===== src/rtl/pc_unit_if.sv =====
// Handshake/bus bundle between the fetch-stage controller and pc_unit.
// master drives mode/target inputs; slave (pc_unit) drives the PC and RAS status.
interface pc_unit_if #(
    parameter int ADDR_W    = 32,
    parameter int RAS_DEPTH = 4
);
    localparam int CNT_W = $clog2(RAS_DEPTH) + 1;

    logic              stall;
    logic [2:0]        pc_sel;
    logic              cond;
    logic [ADDR_W-1:0] reg_data;
    logic [ADDR_W-1:0] jump_imm;
    logic [ADDR_W-1:0] branch_imm;
    logic              flags_clr;
    logic [ADDR_W-1:0] pc;
    logic [ADDR_W-1:0] pc_plus1;
    logic [CNT_W-1:0]  ras_count;
    logic              ras_overflow;
    logic              ras_underflow;

    modport master (
        output stall, pc_sel, cond, reg_data, jump_imm, branch_imm, flags_clr,
        input  pc, pc_plus1, ras_count, ras_overflow, ras_underflow
    );

    modport slave (
        input  stall, pc_sel, cond, reg_data, jump_imm, branch_imm, flags_clr,
        output pc, pc_plus1, ras_count, ras_overflow, ras_underflow
    );
endinterface


===== src/rtl/pc_unit.sv =====
// Registered program counter with next-PC mode select, stall and sticky error flags.
// Define PCU_RAS_EN to build the circular return-address stack (call/return modes).
module pc_unit #(
    parameter int                ADDR_W    = 32,
    parameter logic [ADDR_W-1:0] RESET_PC  = '0,
    parameter logic [ADDR_W-1:0] OS_VECTOR = ADDR_W'(524),
    parameter int                RAS_DEPTH = 4
) (
    input  logic     clock,
    input  logic     reset,
    pc_unit_if.slave bus
);
    typedef enum logic {RESET_HOLD, RUN} state_t;

    state_t            state_reg;
    logic [ADDR_W-1:0] pc_reg;
    logic [ADDR_W-1:0] pc_next;
    logic [ADDR_W-1:0] pc_plus1;
    logic              advance;

    assign pc_plus1     = pc_reg + ADDR_W'(1);
    assign bus.pc       = pc_reg;
    assign bus.pc_plus1 = pc_plus1;

    // PC and RAS only move once the post-reset hold cycle has passed.
    assign advance = (state_reg == RUN) && !bus.stall;

`ifdef PCU_RAS_EN
    localparam int PTR_W = $clog2(RAS_DEPTH);
    localparam int CNT_W = PTR_W + 1;

    logic [ADDR_W-1:0] ras_mem [RAS_DEPTH];
    logic [PTR_W-1:0]  ptr_reg;
    logic [CNT_W-1:0]  count_reg;
    logic              overflow_reg;
    logic              underflow_reg;
    logic              push;
    logic              pop;
    logic              ras_full;
    logic              ras_empty;
    logic [ADDR_W-1:0] ras_top;

    // ptr_reg points at the next free slot; when full that slot is the oldest entry.
    assign ras_full          = (count_reg == CNT_W'(RAS_DEPTH));
    assign ras_empty         = (count_reg == '0);
    assign ras_top           = ras_mem[ptr_reg - PTR_W'(1)];
    assign bus.ras_count     = count_reg;
    assign bus.ras_overflow  = overflow_reg;
    assign bus.ras_underflow = underflow_reg;
`else
    assign bus.ras_count     = '0;
    assign bus.ras_overflow  = 1'b0;
    assign bus.ras_underflow = 1'b0;
`endif

    always_comb begin
        pc_next = pc_plus1;
`ifdef PCU_RAS_EN
        push = 1'b0;
        pop  = 1'b0;
`endif
        case (bus.pc_sel)
            3'd1: pc_next = bus.reg_data;
            3'd2: pc_next = bus.jump_imm;
            3'd3: pc_next = bus.cond ? bus.branch_imm : pc_plus1;
            3'd4: pc_next = OS_VECTOR;
`ifdef PCU_RAS_EN
            3'd5: begin
                pc_next = bus.jump_imm;
                push    = 1'b1;
            end
            3'd6: begin
                pc_next = ras_empty ? OS_VECTOR : ras_top;
                pop     = 1'b1;
            end
`else
            3'd5: pc_next = bus.jump_imm;
            3'd6: pc_next = bus.reg_data;
`endif
            default: pc_next = pc_plus1;
        endcase
    end

    always_ff @(posedge clock) begin
        if (!reset) begin
            state_reg <= RESET_HOLD;
            pc_reg    <= RESET_PC;
        end else if (state_reg == RESET_HOLD) begin
            state_reg <= RUN;
        end else if (advance) begin
            pc_reg <= pc_next;
        end
    end

`ifdef PCU_RAS_EN
    // Storage has no reset so it can map onto plain RAM.
    always_ff @(posedge clock) begin
        if (reset && advance && push)
            ras_mem[ptr_reg] <= pc_plus1;
    end

    always_ff @(posedge clock) begin
        if (!reset) begin
            ptr_reg       <= '0;
            count_reg     <= '0;
            overflow_reg  <= 1'b0;
            underflow_reg <= 1'b0;
        end else begin
            if (bus.flags_clr) begin
                overflow_reg  <= 1'b0;
                underflow_reg <= 1'b0;
            end
            // A new error in the same cycle as flags_clr wins by being assigned last.
            if (advance && push) begin
                ptr_reg <= ptr_reg + PTR_W'(1);
                if (ras_full)
                    overflow_reg <= 1'b1;
                else
                    count_reg <= count_reg + CNT_W'(1);
            end
            if (advance && pop) begin
                if (ras_empty) begin
                    underflow_reg <= 1'b1;
                end else begin
                    ptr_reg   <= ptr_reg - PTR_W'(1);
                    count_reg <= count_reg - CNT_W'(1);
                end
            end
        end
    end
`endif
endmodule


===== src/flat_wrapper.sv =====
// flat-port wrapper written by rule: the top's interface ports become plain ports
module pc_unit_flat 
#(
    parameter int                ADDR_W    = 32,
    parameter logic [ADDR_W-1:0] RESET_PC  = '0,
    parameter logic [ADDR_W-1:0] OS_VECTOR = ADDR_W'(524),
    parameter int                RAS_DEPTH = 4
)
  (clock, reset, bus_stall, bus_pc_sel, bus_cond, bus_reg_data, bus_jump_imm, bus_branch_imm, bus_flags_clr, bus_pc, bus_pc_plus1, bus_ras_count, bus_ras_overflow, bus_ras_underflow);
  pc_unit_if #(.ADDR_W(ADDR_W), .RAS_DEPTH(RAS_DEPTH)) bus_i ();
  input  logic clock;
  input  logic reset;
  input wire logic [$bits(bus_i.stall)-1:0] bus_stall;
  input wire logic [$bits(bus_i.pc_sel)-1:0] bus_pc_sel;
  input wire logic [$bits(bus_i.cond)-1:0] bus_cond;
  input wire logic [$bits(bus_i.reg_data)-1:0] bus_reg_data;
  input wire logic [$bits(bus_i.jump_imm)-1:0] bus_jump_imm;
  input wire logic [$bits(bus_i.branch_imm)-1:0] bus_branch_imm;
  input wire logic [$bits(bus_i.flags_clr)-1:0] bus_flags_clr;
  output wire logic [$bits(bus_i.pc)-1:0] bus_pc;
  output wire logic [$bits(bus_i.pc_plus1)-1:0] bus_pc_plus1;
  output wire logic [$bits(bus_i.ras_count)-1:0] bus_ras_count;
  output wire logic [$bits(bus_i.ras_overflow)-1:0] bus_ras_overflow;
  output wire logic [$bits(bus_i.ras_underflow)-1:0] bus_ras_underflow;
  assign bus_i.stall = bus_stall;
  assign bus_i.pc_sel = bus_pc_sel;
  assign bus_i.cond = bus_cond;
  assign bus_i.reg_data = bus_reg_data;
  assign bus_i.jump_imm = bus_jump_imm;
  assign bus_i.branch_imm = bus_branch_imm;
  assign bus_i.flags_clr = bus_flags_clr;
  assign bus_pc = bus_i.pc;
  assign bus_pc_plus1 = bus_i.pc_plus1;
  assign bus_ras_count = bus_i.ras_count;
  assign bus_ras_overflow = bus_i.ras_overflow;
  assign bus_ras_underflow = bus_i.ras_underflow;
  pc_unit #(.ADDR_W(ADDR_W), .RESET_PC(RESET_PC), .OS_VECTOR(OS_VECTOR), .RAS_DEPTH(RAS_DEPTH)) u_core (.clock(clock), .reset(reset), .bus(bus_i));
endmodule

===== config.mk =====
export PLATFORM = sky130hd
export DESIGN_NAME = pc_unit_flat
export DESIGN_NICKNAME = d
export VERILOG_FILES = /design/src/rtl/pc_unit_if.sv /design/src/rtl/pc_unit.sv /design/src/flat_wrapper.sv
export SDC_FILE = /design/constraint.sdc
export NUM_CORES = 1
export LEC_CHECK = 0
export ABC_AREA = 1
export BUFFER_PORTS_ARGS = -buffer_cell sky130_fd_sc_hd__buf_2
export CAP_MARGIN = 30
export CORE_AREA = 5 5 97 99
export CTS_CLUSTER_DIAMETER = 30
export DETAILED_ROUTE_END_ITERATION = 8
export DIE_AREA = 0 0 102 104
export GPL_ROUTABILITY_DRIVEN = 1
export HOLD_SLACK_MARGIN = 0.02
export PLACE_DENSITY_LB_ADDON = 0.1
export SETUP_SLACK_MARGIN = 0.5
export SYNTH_ARGS = -nofsm -noshare
export SYNTH_HDL_FRONTEND = slang
export SYNTH_SLANG_ARGS = --single-unit

===== constraint.sdc =====
create_clock -name clock -period 1.4 [get_ports clock]
set_input_delay 0.14 -clock clock [delete_from_list [all_inputs] [get_ports clock]]
set_output_delay 0.14 -clock clock [all_outputs]
set_load 0.05 [all_outputs]

==> run summary <==
Clock transition at the registers of the reported paths - 0.09 ns
Top_reg_cell synth - dfxtp_1
Non-Filler Instances - 1056
Critical Path Max Stage Delay - 0.37 ns
Part of the cycle the worst path needs - 149%
Crit-path slowest cell - dfxtp_2
Cell Pwr Density - 552 nW/um^2
# hold bufs at CTS - 0
Die Wd - 102 um
WP data arrival - 1.95 ns
Cells after DPL - 999
Final setup vio count - 64
Post-synth top cells - nand2_1 (197), inv_1 (72), nor2_1 (65)
Worst path top cell family by delay - simple AND/OR/NAND/NOR gates
Crit path buf inv count - 2
Netlist cell types - 40
Layout cells sized above 1 - 58.6%
CTS Buffer Depth - 2
Switching share of total power - 44.4%
Leading area contributor after synthesis - nand2_1
Yosys warns - 0
Asr flop ratio synth - 0%
Cell mode on critical path - nand2_1
Cts bufs inserted - 5
CTS Sinks - 33
Slack of the critical path - -0.685 ns
Compound-gate portion of the synthesized area - 20.3%
Row count - 34
Crit path capture type - primary output
Setup Skew - 0.0172 ns
H-tree depth - 2
Worst hold start - bus_reg_data[27]
Total track usage - 33.6%
CP Max Fanout - 4
Gate power share - 56.1%
Layout area overhead - 122%
CP startpoint kind - flip-flop
FF-to-FF End - u_core.bus.pc[13]$_SDFFE_PN0P_
Total of max-cap violations - 0
Clk_lat worst skew - 0.32 ns
Core ar. - 8470 sq um
Adder-cell share of the synthesized area - 0.352%
Unrepaired setup endpoints after global routing - true
Worst r2r src - u_core.bus.pc[7]$_SDFFE_PN0P_
Die H - 104 um
Flop pwr share - 24.8%
TNS Setup - -26.20 ns
WL final - 23200 um
Int Power - 2420 uW
Largest net degree at the start of global routing - 27
Leakage power total - 0.00370 uW
Ant. Diodes - 0
Failing checks - negative setup slack
1st-iter DRT viols - 685
PortBufs - 166
Most common cell in the netlist - nand2_1
Largest family of logic cells by synthesized area - simple AND/OR/NAND/NOR gates
Max reg flops - 32
Fin nets - 1052
Simple-gate share of the synthesized area - 42.7%
WL per Instance - 22.0 um
Synth Area per Inst - 5.61 sq um
Mux contribution to synthesized area - 0%
Finished Cell Area - 7890 sq um
Register area share after synthesis - 18.6%
Ports - 173
Worst hold path depth - 3
Placement Cell Area - 5960 sq um
Vias - 6288
Reg2reg setup slack - -0.57 ns
Detailed placer's ending HPWL - 12800 um
Final hold viol count - 0
Max-slew violation count - 0
Root Driver - clkbuf_8
Vias per std cell - 5.95
Top cell type's share of synthesized area - 20.8%
Worst Hold Class - in -> reg
Clock network fraction of design power - 19.1%
First-pass GRT wire length - 28800 um
Sw Pwr - 1930 uW
XOR/XNOR share of the synthesized area - 5.03%
1st-pass router iterations - 7
Final min period - 2.09 ns
CTS tree - yes
Fmax - 480 MHz
Congestion Overflow GR - 0
DRC - 0
Critical path type - reg -> out
Placer congestion estimate - 0.908
Hold Path Sink - u_core.bus.pc[27]$_SDFFE_PN0P_
Outcome - complete, but fails checks
WP data required - 1.26 ns
Yosys reg bits - 33
Die Area - 10600 sq um
Syn Inst Count - 634
Routed Antenna Nets - 0
Worst VDD drop - 0.422 mV
Vias in the first global route - 5858
Crit path cell chain - nand2_1 -> nor2_1 -> nand2_1 -> nor2_4 -> buf_6 -> nand2_1 -> nand2_2 -> nand2_4 -> buf_6
Core Util, Final - 93.2%
Antenna violations before repair - 0
R2R depth - 13
Synth area leaders - nand2_1 (21%), dfxtp_1 (19%), a21oi_1 (8.0%), inv_1 (7.6%), nor2_1 (6.9%)
Number of synthesized flops with an enable pin - 0
Initial Utilization - 42.0%
Netlist Area Pre-Place - 3550 sq um
per-stage QoR:
| step | total power [uW] | setup slack (ns) | hold slack [ns] |
|---|---|---|---|
| global placement | 2820 | -0.278 | 0.428 |
| detailed placement | 2850 | -0.320 | 0.434 |
| finish | 4360 | -0.685 | 0.128 |
| global route | 4470 | -0.712 | 0.150 |
| floorplan | 2200 | -0.615 | 0.168 |
| CTS | 4020 | -0.529 | 0.139 |
final cells by class:
| class | instances | area [sq um] |
|---|---|---|
| flip-flops and latches | 33 | 747 |
| repair buffers | 334 | 3120 |
| fillers | 299 | 576 |
| inverters | 77 | 304 |
| multi-input cells | 496 | 3500 |
| clock buffers | 8 | 90.1 |
| well taps | 108 | 135 |
placed cells by master, fill, tap and decap left out, drive strengths merged:
master    instances
ha                1
clkinv            1
nand3            44
clkinvlp          2
nor3              4
a21oi            58
dfxtp            33
a211oi            4
clkbuf            8
conb              5
nand3b            3
buf             334
and2              1
o311ai           11
nand4             4
xnor2             2
o22ai             1
o211ai            2
or2               1
nand2           204
nor2             83
xor2             15
inv              74
o21ai            48
o31ai             5
routing by layer:
| metal | vias to the layer above | GRT usage (%) | part of all wire, % |
|---|---|---|---|
| met5 | - | 0 | 0 |
| met4 | 0 | 13.4 | 8.0 |
| met3 | 188 | 5.16 | 10 |
| met2 | 559 | 59.3 | 49 |
| met1 | 2891 | 39.9 | 33 |
| li1 | 2650 | - | - |
tightest hold or removal path: stages:
cell and delay (ns):
buf_2 0.08, a211oi_1 0.06, a21oi_1 0.12
power by group through the flow:
| stage | clock network, uW | logic [uW] | registers, uW |
|---|---|---|---|
| floorplan | 0 | 879 | 1320 |
| global placement | 0 | 1740 | 1080 |
| detailed placement | 0 | 1770 | 1080 |
| CTS | 789 | 2160 | 1070 |
| global route | 845 | 2540 | 1090 |
| finish | 832 | 2450 | 1080 |
how the worst max path moves through the flow:
stage | endpoint | start | slack [ns] | depth (start not counted)
finish | bus_pc_plus1[29] | u_core.bus.pc[7]$_SDFFE_PN0P_ | -0.69 | 9
CTS | bus_pc_plus1[19] | u_core.bus.pc[0]$_SDFFE_PN0P_ | -0.53 | 8
detailed placement | bus_pc_plus1[26] | u_core.bus.pc[1]$_SDFFE_PN0P_ | -0.32 | 8
global route | bus_pc_plus1[18] | u_core.bus.pc[1]$_SDFFE_PN0P_ | -0.71 | 8
global placement | bus_pc_plus1[23] | u_core.bus.pc[0]$_SDFFE_PN0P_ | -0.28 | 8
floorplan | u_core.bus.pc[23]$_SDFFE_PN0P_ | u_core.bus.pc[0]$_SDFFE_PN0P_ | -0.61 | 8
repair_timing:
item / CTS / global route
pin swaps: 46 / 56
endpoints found under the setup margin: 96 / 96
buffers inserted: 27 / 22
resized for setup: 321 / 91
cell families after synthesis:
| logic type | count (synthesis) |
|---|---|
| flip-flops | 33 |
| other | 1 |
| AO/OA/AOI/OAI | 129 |
| AND/OR/NAND/NOR | 344 |
| adder cells (fa/ha/maj) | 1 |
| XOR/XNOR | 17 |
| buffers and inverters | 109 |
No activity file was read; power rests on OpenSTA's default activity.
